$ cat src/rtl/game_draw_engine.sv
// game_draw_engine: raster engine for a 160x120 VGA frame buffer.
// Scans one command region per pixel per cycle; latches bird/wall collisions.
module game_draw_engine (
  input  logic       clk,
  input  logic       reset,
  input  logic       cmd_valid,
  input  logic [2:0] cmd_op,
  input  logic [6:0] bird_y,
  input  logic [7:0] wall_x,
  input  logic [6:0] gap_y,
  output logic       cmd_ready,
  output logic [7:0] x,
  output logic [6:0] y,
  output logic [2:0] colour,
  output logic       plot,
  output logic       flag,
  output logic       touched
);

  localparam logic [2:0] OP_CLEAR = 3'd0;
  localparam logic [2:0] OP_DBIRD = 3'd1;
  localparam logic [2:0] OP_EBIRD = 3'd2;
  localparam logic [2:0] OP_DWALL = 3'd3;
  localparam logic [2:0] OP_EWALL = 3'd4;
  localparam logic [2:0] OP_CHECK = 3'd5;

  localparam logic [8:0] X_MAX   = 9'd159;
  localparam logic [7:0] Y_MAX   = 8'd119;
  localparam logic [8:0] BIRD_X0 = 9'd40;
  localparam logic [8:0] BIRD_X1 = 9'd43;
  localparam logic [7:0] BIRD_H1 = 8'd3;
  localparam logic [8:0] WALL_W1 = 9'd7;
  localparam logic [7:0] GAP_H   = 8'd32;

  localparam logic [2:0] C_BIRD  = 3'b110;
  localparam logic [2:0] C_WALL  = 3'b010;
  localparam logic [2:0] C_BLANK = 3'b000;

  typedef enum logic [1:0] {
    S_IDLE,
    S_RUN,
    S_DONE
  } state_t;

  function automatic logic f_is_bird(
    input logic [2:0] op
  );
    return (op == OP_DBIRD) || (op == OP_EBIRD);
  endfunction

  function automatic logic f_is_wall(
    input logic [2:0] op
  );
    return (op == OP_DWALL) || (op == OP_EWALL);
  endfunction

  // Region origin column (9 bits so wall_x+7 never wraps).
  function automatic logic [8:0] f_x0(
    input logic [2:0] op,
    input logic [7:0] wx
  );
    logic [8:0] v;
    unique case (1'b1)
      f_is_bird(op): v = BIRD_X0;
      f_is_wall(op): v = {1'b0, wx};
      default:       v = '0;
    endcase
    return v;
  endfunction

  function automatic logic [8:0] f_x1(
    input logic [2:0] op,
    input logic [7:0] wx
  );
    logic [8:0] v;
    unique case (1'b1)
      (op == OP_CLEAR): v = X_MAX;
      f_is_bird(op):    v = BIRD_X1;
      f_is_wall(op):    v = {1'b0, wx} + WALL_W1;
      default:          v = '0;
    endcase
    return v;
  endfunction

  function automatic logic [7:0] f_y0(
    input logic [2:0] op,
    input logic [6:0] by
  );
    logic [7:0] v;
    v = f_is_bird(op) ? {1'b0, by} : 8'd0;
    return v;
  endfunction

  function automatic logic [7:0] f_y1(
    input logic [2:0] op,
    input logic [6:0] by
  );
    logic [7:0] v;
    unique case (1'b1)
      (op == OP_CLEAR): v = Y_MAX;
      f_is_bird(op):    v = {1'b0, by} + BIRD_H1;
      f_is_wall(op):    v = Y_MAX;
      default:          v = '0;
    endcase
    return v;
  endfunction

  // Off-screen pixels and wall-gap rows consume a cycle but never write.
  function automatic logic f_plot(
    input logic [2:0] op,
    input logic [8:0] px,
    input logic [7:0] py,
    input logic [6:0] gy
  );
    logic draws;
    logic on_scr;
    logic in_gap;
    draws  = (op <= OP_EWALL);
    on_scr = (px <= X_MAX) && (py <= Y_MAX);
    in_gap = f_is_wall(op)
          && (py >= {1'b0, gy})
          && (py < ({1'b0, gy} + GAP_H));
    return draws && on_scr && !in_gap;
  endfunction

  function automatic logic [2:0] f_colour(
    input logic [2:0] op
  );
    logic [2:0] v;
    unique case (1'b1)
      (op == OP_DBIRD): v = C_BIRD;
      (op == OP_DWALL): v = C_WALL;
      default:          v = C_BLANK;
    endcase
    return v;
  endfunction

  state_t     r_state;
  state_t     w_state_nxt;

  logic [2:0] r_op;
  logic [6:0] r_bird_y;
  logic [7:0] r_wall_x;
  logic [6:0] r_gap_y;
  logic [8:0] r_px;
  logic [7:0] r_py;
  logic       r_plot;
  logic [2:0] r_colour;
  logic       r_touched;

  logic [8:0] w_px_nxt;
  logic [7:0] w_py_nxt;
  logic       w_plot_nxt;
  logic [2:0] w_colour_nxt;
  logic       w_load;
  logic       w_touch_en;

  logic [8:0] w_sx;
  logic [7:0] w_sy;
  logic [8:0] w_x0;
  logic [8:0] w_x1;
  logic [7:0] w_y1;
  logic       w_row_end;
  logic       w_last;
  logic [8:0] w_adv_px;
  logic [7:0] w_adv_py;

  logic [8:0] w_wx0;
  logic [8:0] w_wx1;
  logic [7:0] w_by0;
  logic [7:0] w_by1;
  logic [7:0] w_gy0;
  logic [7:0] w_gy1;
  logic       w_overlap;
  logic       w_hit;

  assign w_sx      = f_x0(cmd_op, wall_x);
  assign w_sy      = f_y0(cmd_op, bird_y);
  assign w_x0      = f_x0(r_op, r_wall_x);
  assign w_x1      = f_x1(r_op, r_wall_x);
  assign w_y1      = f_y1(r_op, r_bird_y);
  assign w_row_end = (r_px == w_x1);
  assign w_last    = (r_op >= OP_CHECK)
                  || (w_row_end && (r_py == w_y1));
  assign w_adv_px  = w_row_end ? w_x0 : r_px + 9'd1;
  assign w_adv_py  = w_row_end ? r_py + 8'd1 : r_py;

  assign w_wx0     = {1'b0, r_wall_x};
  assign w_wx1     = w_wx0 + WALL_W1;
  assign w_by0     = {1'b0, r_bird_y};
  assign w_by1     = w_by0 + BIRD_H1;
  assign w_gy0     = {1'b0, r_gap_y};
  assign w_gy1     = w_gy0 + GAP_H;
  assign w_overlap = (w_wx0 <= BIRD_X1) && (w_wx1 >= BIRD_X0);
  assign w_hit     = (w_overlap && ((w_by0 < w_gy0) || (w_by1 >= w_gy1)))
                  || (w_by1 > Y_MAX);

  // Next state plus the pixel to present in the following cycle.
  always_comb begin
    w_state_nxt  = r_state;
    w_px_nxt     = r_px;
    w_py_nxt     = r_py;
    w_plot_nxt   = 1'b0;
    w_colour_nxt = r_colour;
    w_load       = 1'b0;
    w_touch_en   = 1'b0;
    case (r_state)
      S_IDLE: begin
        if (cmd_valid) begin
          w_state_nxt  = S_RUN;
          w_load       = 1'b1;
          w_px_nxt     = w_sx;
          w_py_nxt     = w_sy;
          w_plot_nxt   = f_plot(cmd_op, w_sx, w_sy, gap_y);
          w_colour_nxt = f_colour(cmd_op);
        end
      end
      S_RUN: begin
        if (w_last) begin
          w_state_nxt = S_DONE;
          w_touch_en  = (r_op == OP_CHECK);
        end else begin
          w_px_nxt   = w_adv_px;
          w_py_nxt   = w_adv_py;
          w_plot_nxt = f_plot(r_op, w_adv_px, w_adv_py, r_gap_y);
        end
      end
      S_DONE: begin
        w_state_nxt = S_IDLE;
      end
      default: begin
        w_state_nxt = S_IDLE;
      end
    endcase
  end

  // State register.
  always_ff @(posedge clk) begin
    if (reset) begin
      r_state <= S_IDLE;
    end else begin
      r_state <= w_state_nxt;
    end
  end

  // Command latch, scan position, registered pixel outputs, collision flag.
  always_ff @(posedge clk) begin
    if (reset) begin
      r_op      <= '0;
      r_bird_y  <= '0;
      r_wall_x  <= '0;
      r_gap_y   <= '0;
      r_px      <= '0;
      r_py      <= '0;
      r_plot    <= 1'b0;
      r_colour  <= '0;
      r_touched <= 1'b0;
    end else begin
      if (w_load) begin
        r_op     <= cmd_op;
        r_bird_y <= bird_y;
        r_wall_x <= wall_x;
        r_gap_y  <= gap_y;
      end
      r_px     <= w_px_nxt;
      r_py     <= w_py_nxt;
      r_plot   <= w_plot_nxt;
      r_colour <= w_colour_nxt;
      if (w_touch_en) begin
        r_touched <= w_hit;
      end
    end
  end

  assign cmd_ready = (r_state == S_IDLE);
  assign flag      = (r_state == S_DONE);
  assign x         = r_px[7:0];
  assign y         = r_py[6:0];
  assign colour    = r_colour;
  assign plot      = r_plot;
  assign touched   = r_touched;

endmodule

$ cat config.mk
export PLATFORM = sky130hd
export DESIGN_NAME = game_draw_engine
export DESIGN_NICKNAME = d
export VERILOG_FILES = /design/src/rtl/game_draw_engine.sv
export SDC_FILE = /design/constraint.sdc
export NUM_CORES = 1
export LEC_CHECK = 0
export CORE_MARGIN = 2
export CORE_UTILIZATION = 62
export DETAILED_ROUTE_END_ITERATION = 8
export PLACE_DENSITY = 0.95
export SYNTH_ARGS = -nofsm -noshare
export SYNTH_HDL_FRONTEND = slang
export SYNTH_SLANG_ARGS = --single-unit
export TNS_END_PERCENT = 1
$ cat constraint.sdc
create_clock -name clk -period 10.4 [get_ports clk]
set_input_delay 2.08 -clock clk [delete_from_list [all_inputs] [get_ports clk]]
set_output_delay 2.08 -clock clk [all_outputs]
set_load 0.05 [all_outputs]
==> results of run 1 <==
-- cells by family (layout without fill, tap and decap cells) --
| logic type | Yosys count | in the layout | share of synthesized area |
|---|---|---|---|
| other | 1 | 1 | 0.000823 |
| AOI/OAI and AO/OA | 157 | 157 | 0.246 |
| xor gates and xnor gates | 31 | 31 | 0.0596 |
| and+or+nand+nor | 206 | 206 | 0.226 |
| adders and majority gates | 41 | 41 | 0.113 |
| buffers and inverters | 91 | 95 | 0.123 |
| DFF | 48 | 48 | 0.211 |
| muxes | 9 | 9 | 0.0206 |
-- power by group --
group / total (mW) / internal [mW] / switching [mW]
Clock: 0.124 / 0.0492 / 0.0744
Combinational: 0.226 / 0.0905 / 0.136
Sequential: 0.235 / 0.199 / 0.0365
-- worst reg2reg max path: cells and delay by family, from the launching register on --
family,cells,cell delay [ns]
compound gates,10,1.77
flops,1,0.71
fa+ha+maj,1,0.30
mux,1,0.45
simple gates,5,2.20
-- layer usage --
| metal | wire length [µm] | vias up | part of all wire | GRT usage |
|---|---|---|---|---|
| met5 | 0 | - | 0 | 0 |
| met4 | 342 | 0 | 0.027 | 0.109 |
| met3 | 1400 | 46 | 0.11 | 0.0612 |
| met2 | 5670 | 287 | 0.45 | 0.496 |
| met1 | 5140 | 2032 | 0.41 | 0.408 |
| li1 | - | 2052 | - | - |
-- worst paths after layout --
check                           slack (ns)  cells after the start                    start                       to
worst max register to register        4.94                     17     r_op[2]$_SDFFE_PP0P_          plot$_SDFF_PP0_
worst min register to register        0.46                      2  r_gap_y[1]$_SDFFE_PP0P_  r_gap_y[1]$_SDFFE_PP0P_
worst max-delay path                  4.94                     17     r_op[2]$_SDFFE_PP0P_          plot$_SDFF_PP0_
worst min-delay path                  0.46                      2  r_gap_y[1]$_SDFFE_PP0P_  r_gap_y[1]$_SDFFE_PP0P_
-- area by class of cell --
cell class / instances / area, µm² / share of cell area
timing repair buffer: 51 / 503 / 0.104
tap: 99 / 124 / 0.0255
clock buffer: 5 / 68.8 / 0.0142
inverter: 36 / 135 / 0.0279
multi-input combinational: 445 / 3030 / 0.625
sequential: 48 / 961 / 0.198
clock inverter: 3 / 25.0 / 0.00516
-- state kept, by name, summed over array words and instances (netlist names), 2 cells and up --
name and flops:
colour 2, r_bird_y 7, r_gap_y 7, r_op 3, r_px 9, r_py 8, r_state 2, r_wall_x 8
-- cells in the final DEF, fill, tap and decap left out, drive strengths merged, types with 5 or more instances in the layout --
master and instances:
nand2 79, a21oi 59, dfxtp 48, clkdlybuf4s50 48, ha 41, inv 38, nor2 38, o21ai 26
xnor2 16, xor2 15, nand3 15, nor3 14, nand2b 10, nor2b 8, o21a 7, and2 7
mux2i 6, o211ai 6, and3 6, a31oi 5, clkbuf 5, or3 5, a221oi 5, nand4 5
==> run_results.csv, run 1 <==
group,metric,value,unit
floorplanning,io_pins,50,
detailed_routing,num_vias,4417,
cts,cts_num_sinks,48,
placement,port_buffers,48,
placement,dpl_cell_area,4760,µm²
logic_synthesis,synth_edf_count,0,
timing,hold_ws,0.462,ns
timing,setup_viol_count_final,0,
cells_and_area,fin_nets,656,
placement,routabilityCongestion,0.988,
critical_path,critical_path_class,"flip-flop to flip-flop",
cts,ctsRootBufferMaster,"clkbuf_8",
critical_path,crit_arrival,5.70,ns
detailed_routing,drtIter0Drc,530,
critical_path,cp_top_family,"simple AND/OR/NAND/NOR gates",
timing,hold_viol,0,
detailed_routing,drc_errors,0,
placement,place_ws,5.19,ns
detailed_routing,firstDrtPassIters,6,
logic_synthesis,synth.ff_latch_count,48,
critical_path,critPathSlowestCell,"nor2_2",
status,status,"completed",
logic_synthesis,yosysWarningCount,0,
critical_path,path_cells,"nor3b_1, or2_0, a221o_1, o311a_2, nand4_2, nor2_2, mux2_2, ha_1, nor2b_1, o21a_1, o21ai_0, o2bb2ai_1, o21ai_0, a21o_1, a21oi_1, o211ai_1, o31ai_1",
timing,slew_headroom,0.342,
detailed_routing,postRouteAntennaNets,0,
worst_hold_path,hold_path_class,"flip-flop to flip-flop",
cts,clk_latency,0.32,ns
cells_and_area,nFillCells,558,
floorplanning,die_area,8050,µm²
timing,rsz0062_at_grt,"false",
logic_synthesis,synth_top_area_frac,0.211,
cells_and_area,layout-drive-gt1-share,0.0748,
grt,grt_max_degree,46,
logic_synthesis,synth_largest_area_cell,"dfxtp_1",
placement,dp_hpwl,9300,µm
cells_and_area,stdcell_area,4850,µm²
cells_and_area,final_cell_count_no_fill,687,
critical_path,crit_fanout,21,
cts,cts.htree.levels,2,
grt,grt_pass1_wl,20600,µm
cts,cts_buffer_depth,2,
timing,finalClockSkew,0.0123,ns
critical_path,slowest_delay,0.80,ns
logic_synthesis,synthCells,584,
pwr,leakagePower,1.85,nW
cts,hold_buffers,0,
cts,cts_tree,"yes",
grt,overflow,0,
logic_synthesis,synth_cell_types,84,
logic_synthesis,yosysSeqAreaShare,0.211,
timing,setup_ws,4.94,ns
timing,fin_crit,5.46,ns
detailed_routing,detail_route.wirelength,12600,µm
logic_synthesis,netlist_top_cells_count,"nand2_1, a21oi_1, dfxtp_1",
cts,post_cts_buffers,0,
timing,timing.fmax,183,MHz
floorplanning,die_h,89.7,µm
floorplanning,core-area,7180,µm²
critical_path,worstSetupStartpointType,"flip-flop",
cts,numCtsBuffers,5,
logic_synthesis,synth_most_common_cell,"nand2_1",
logic_synthesis,yosys-top-cells-area,"dfxtp_1, ha_1, nand2_1",
logic_synthesis,synth-main-ff-cell,"dfxtp_1",
logic_synthesis,async_flop_share,0,
grt,antenna_found_initial,0,
placement,dp.cells,679,
cts,ctsResizeCount,0,
cts,cts.clk_slew.worst_paths,0.10,ns
timing,min_period_over_period,0.525,
cells_and_area,areaGrowthSynthToFinish,6.48,%
grt,grt.total_usage,0.307,
logic_synthesis,avgSynthCellArea,7.80,µm²
job,maxCapViolCount,0,
logic_synthesis,syn_nets,653,
detailed_routing,viasPerCell,6.43,
timing,drv_slew,0,
pwr,ir_drop,0.0000890,V
grt,grt_pass1_vias,4150,
detailed_routing,routedWlPerCell,18.3,µm
cells_and_area,antenna_cells,0,
critical_path,critPathCaptureType,"flip-flop",
pwr,finalPower,585,µW
timing,tns,0,ns
critical_path,cp.buffers_inverters,0,
timing,worst_slew_pin_slew,0.987,ns
logic_synthesis,netlist_area,4550,µm²
floorplanning,fp.dieW,89.7,µm
floorplanning,rows,31,
pwr,power.density,121,nW/µm²
critical_path,cpMostUsedCell,"o21ai_0",
floorplanning,start_util,0.635,
cells_and_area,utilization,0.676,
critical_path,cp.required,10.64,ns
(Power assumes the default switching activity.)
==> inputs of run 2 (changes only) <==
CORE_UTILIZATION = 58   (was 62)
PLACE_DENSITY = 0.92   (was 0.95)
clock period = 5.4 ns   (was 10.4 ns; I/O delays follow)
==> run_results.csv, run 2 (synthesized netlist as in run 1, its figures left out) <==
group,metric,value,unit
grt,grt.total_usage,0.295,
detailed_routing,drtIter0Drc,554,
detailed_routing,postRouteAntennaNets,0,
grt,grt_pass1_vias,4058,
floorplanning,core-area,7650,µm²
detailed_routing,firstDrtPassIters,6,
detailed_routing,routedWlPerCell,18.2,µm
cells_and_area,antenna_cells,0,
cts,ctsResizeCount,0,
cts,ctsRootBufferMaster,"clkbuf_8",
critical_path,critPathCaptureType,"flip-flop",
cells_and_area,seqCellArea,961,µm²
cts,cts_num_sinks,48,
pwr,switchingPower,464,µW
cells_and_area,largest-register,"r_px",
pwr,power.density,238,nW/µm²
pwr,internal_power,695,µW
timing,finalClockSkew,0.00439,ns
cts,cts_buffer_depth,2,
cts,clk_latency,0.31,ns
critical_path,crit_arrival,4.95,ns
timing,fin_crit,4.73,ns
cells_and_area,largestRegisters,"r_px x9, r_py x8, r_wall_x x8",
pwr,pwr-share-comb,0.375,
cells_and_area,nFillCells,585,
cells_and_area,layout-drive-gt1-share,0.0764,
critical_path,worstSetupStartpointType,"flip-flop",
critical_path,cp.required,5.62,ns
timing,setup_viol_count_final,0,
cts,post_cts_buffers,0,
worst_hold_path,hold_path_class,"flip-flop to flip-flop",
placement,routabilityCongestion,0.915,
grt,antenna_found_initial,0,
cells_and_area,final_cell_mix,"nand2_1, a21oi_1, dfxtp_1, clkdlybuf4s50_1, ha_1",
status,status,"completed",
pwr,seq_power_share,0.391,
cells_and_area,stdcell_area,4880,µm²
cells_and_area,utilization,0.638,
detailed_routing,detail_route.wirelength,12500,µm
timing,hold_viol,0,
cells_and_area,areaGrowthSynthToFinish,7.12,%
timing,timing.fmax,211,MHz
timing,drv_slew,0,
floorplanning,die_h,92.6,µm
floorplanning,io_pins,50,
floorplanning,die_area,8580,µm²
cells_and_area,fin_nets,657,
placement,dp_hpwl,9350,µm
grt,grt_pass1_wl,20300,µm
detailed_routing,drc_errors,0,
pwr,power_frac_clock,0.234,
detailed_routing,num_vias,4361,
grt,grt_max_degree,45,
floorplanning,fp.dieW,92.6,µm
detailed_routing,viasPerCell,6.31,
critical_path,critical_path_class,"flip-flop to flip-flop",
pwr,ir_drop,0.000163,V
pwr,swShare,0.401,
placement,port_buffers,48,
cells_and_area,final_common_cell,"nand2_1",
timing,worst_slew_pin_slew,1.07,ns
floorplanning,rows,32,
timing,tns,0,ns
cts,hold_buffers,0,
job,maxCapViolCount,0,
pwr,leakagePower,1.86,nW
cts,cts.htree.levels,2,
floorplanning,start_util,0.596,
cells_and_area,multi_input_area,3030,µm²
grt,overflow,0,
timing,min_period_over_period,0.876,
cts,numCtsBuffers,5,
placement,dpl_cell_area,4770,µm²
timing,slew_headroom,0.284,
cts,cts.clk_slew.worst_paths,0.10,ns
critical_path,crit_fanout,20,
timing,rsz0062_at_grt,"false",
cts,cts_tree,"yes",
cells_and_area,largest_register_ffs,9,
## run 2: area by class of cell
class                      count  share of cell area
sequential                    48               0.197
timing repair buffer          52               0.105
multi-input combinational    445               0.622
inverter                      36              0.0277
tap                          102              0.0262
clock inverter                 3             0.00872
clock buffer                   5              0.0141
## run 2: power by group through the flow
stage	Sequential, mW	Clock, mW	Combinational [mW]
floorplan	0.421	0	0.365
global placement	0.455	0	0.411
detailed placement	0.457	0	0.424
CTS	0.449	0.269	0.428
global route	0.458	0.285	0.472
finish	0.453	0.271	0.434
## run 2: path summary, 6_finish.rpt
check / end / cells past startpoint / startpoint / slack (ns)
worst max register to register: plot$_SDFF_PP0_ / 17 / r_op[2]$_SDFFE_PP0P_ / 0.67
worst max-delay path: plot$_SDFF_PP0_ / 17 / r_op[2]$_SDFFE_PP0P_ / 0.67
worst min-delay path: r_gap_y[3]$_SDFFE_PP0P_ / 2 / r_gap_y[3]$_SDFFE_PP0P_ / 0.46
worst min register to register: r_gap_y[3]$_SDFFE_PP0P_ / 2 / r_gap_y[3]$_SDFFE_PP0P_ / 0.46
## run 2: worst max-delay path, stage by stage, from the launching register on
cell and delay, ns:
dfxtp_1 0.70, nor3b_1 0.29, or2_0 0.71, a221o_1 0.31
o311a_2 0.18, nand4_2 0.20, nor2_2 0.18, mux2_2 0.37
ha_1 0.29, nor2b_1 0.15, o21a_1 0.16, o21ai_0 0.15
o2bb2ai_1 0.16, o21ai_0 0.12, a21o_1 0.19, a21oi_1 0.14
o211ai_1 0.10, o31ai_1 0.25
## run 2: stage by stage
stage          power, mW  std cells  hold WS (ns)  worst slack, ns
2_1_floorplan      0.786        584         0.436             1.34
3_3_place_gp       0.865        683         0.444             1.09
3_5_place_dp       0.882        683         0.452            0.862
4_1_cts             1.15        691         0.465            0.754
5_1_grt             1.21        691         0.502            0.510
6_report            1.16        691         0.461            0.668
## run 2: routing by layer
metal  up-vias  routed length, µm  global-route usage
met2       260               5820               0.490
met5         -                  0                   0
met4         0                293              0.0993
met3        37               1270              0.0448
li1       2055                  -                   -
met1      2009               5170               0.392
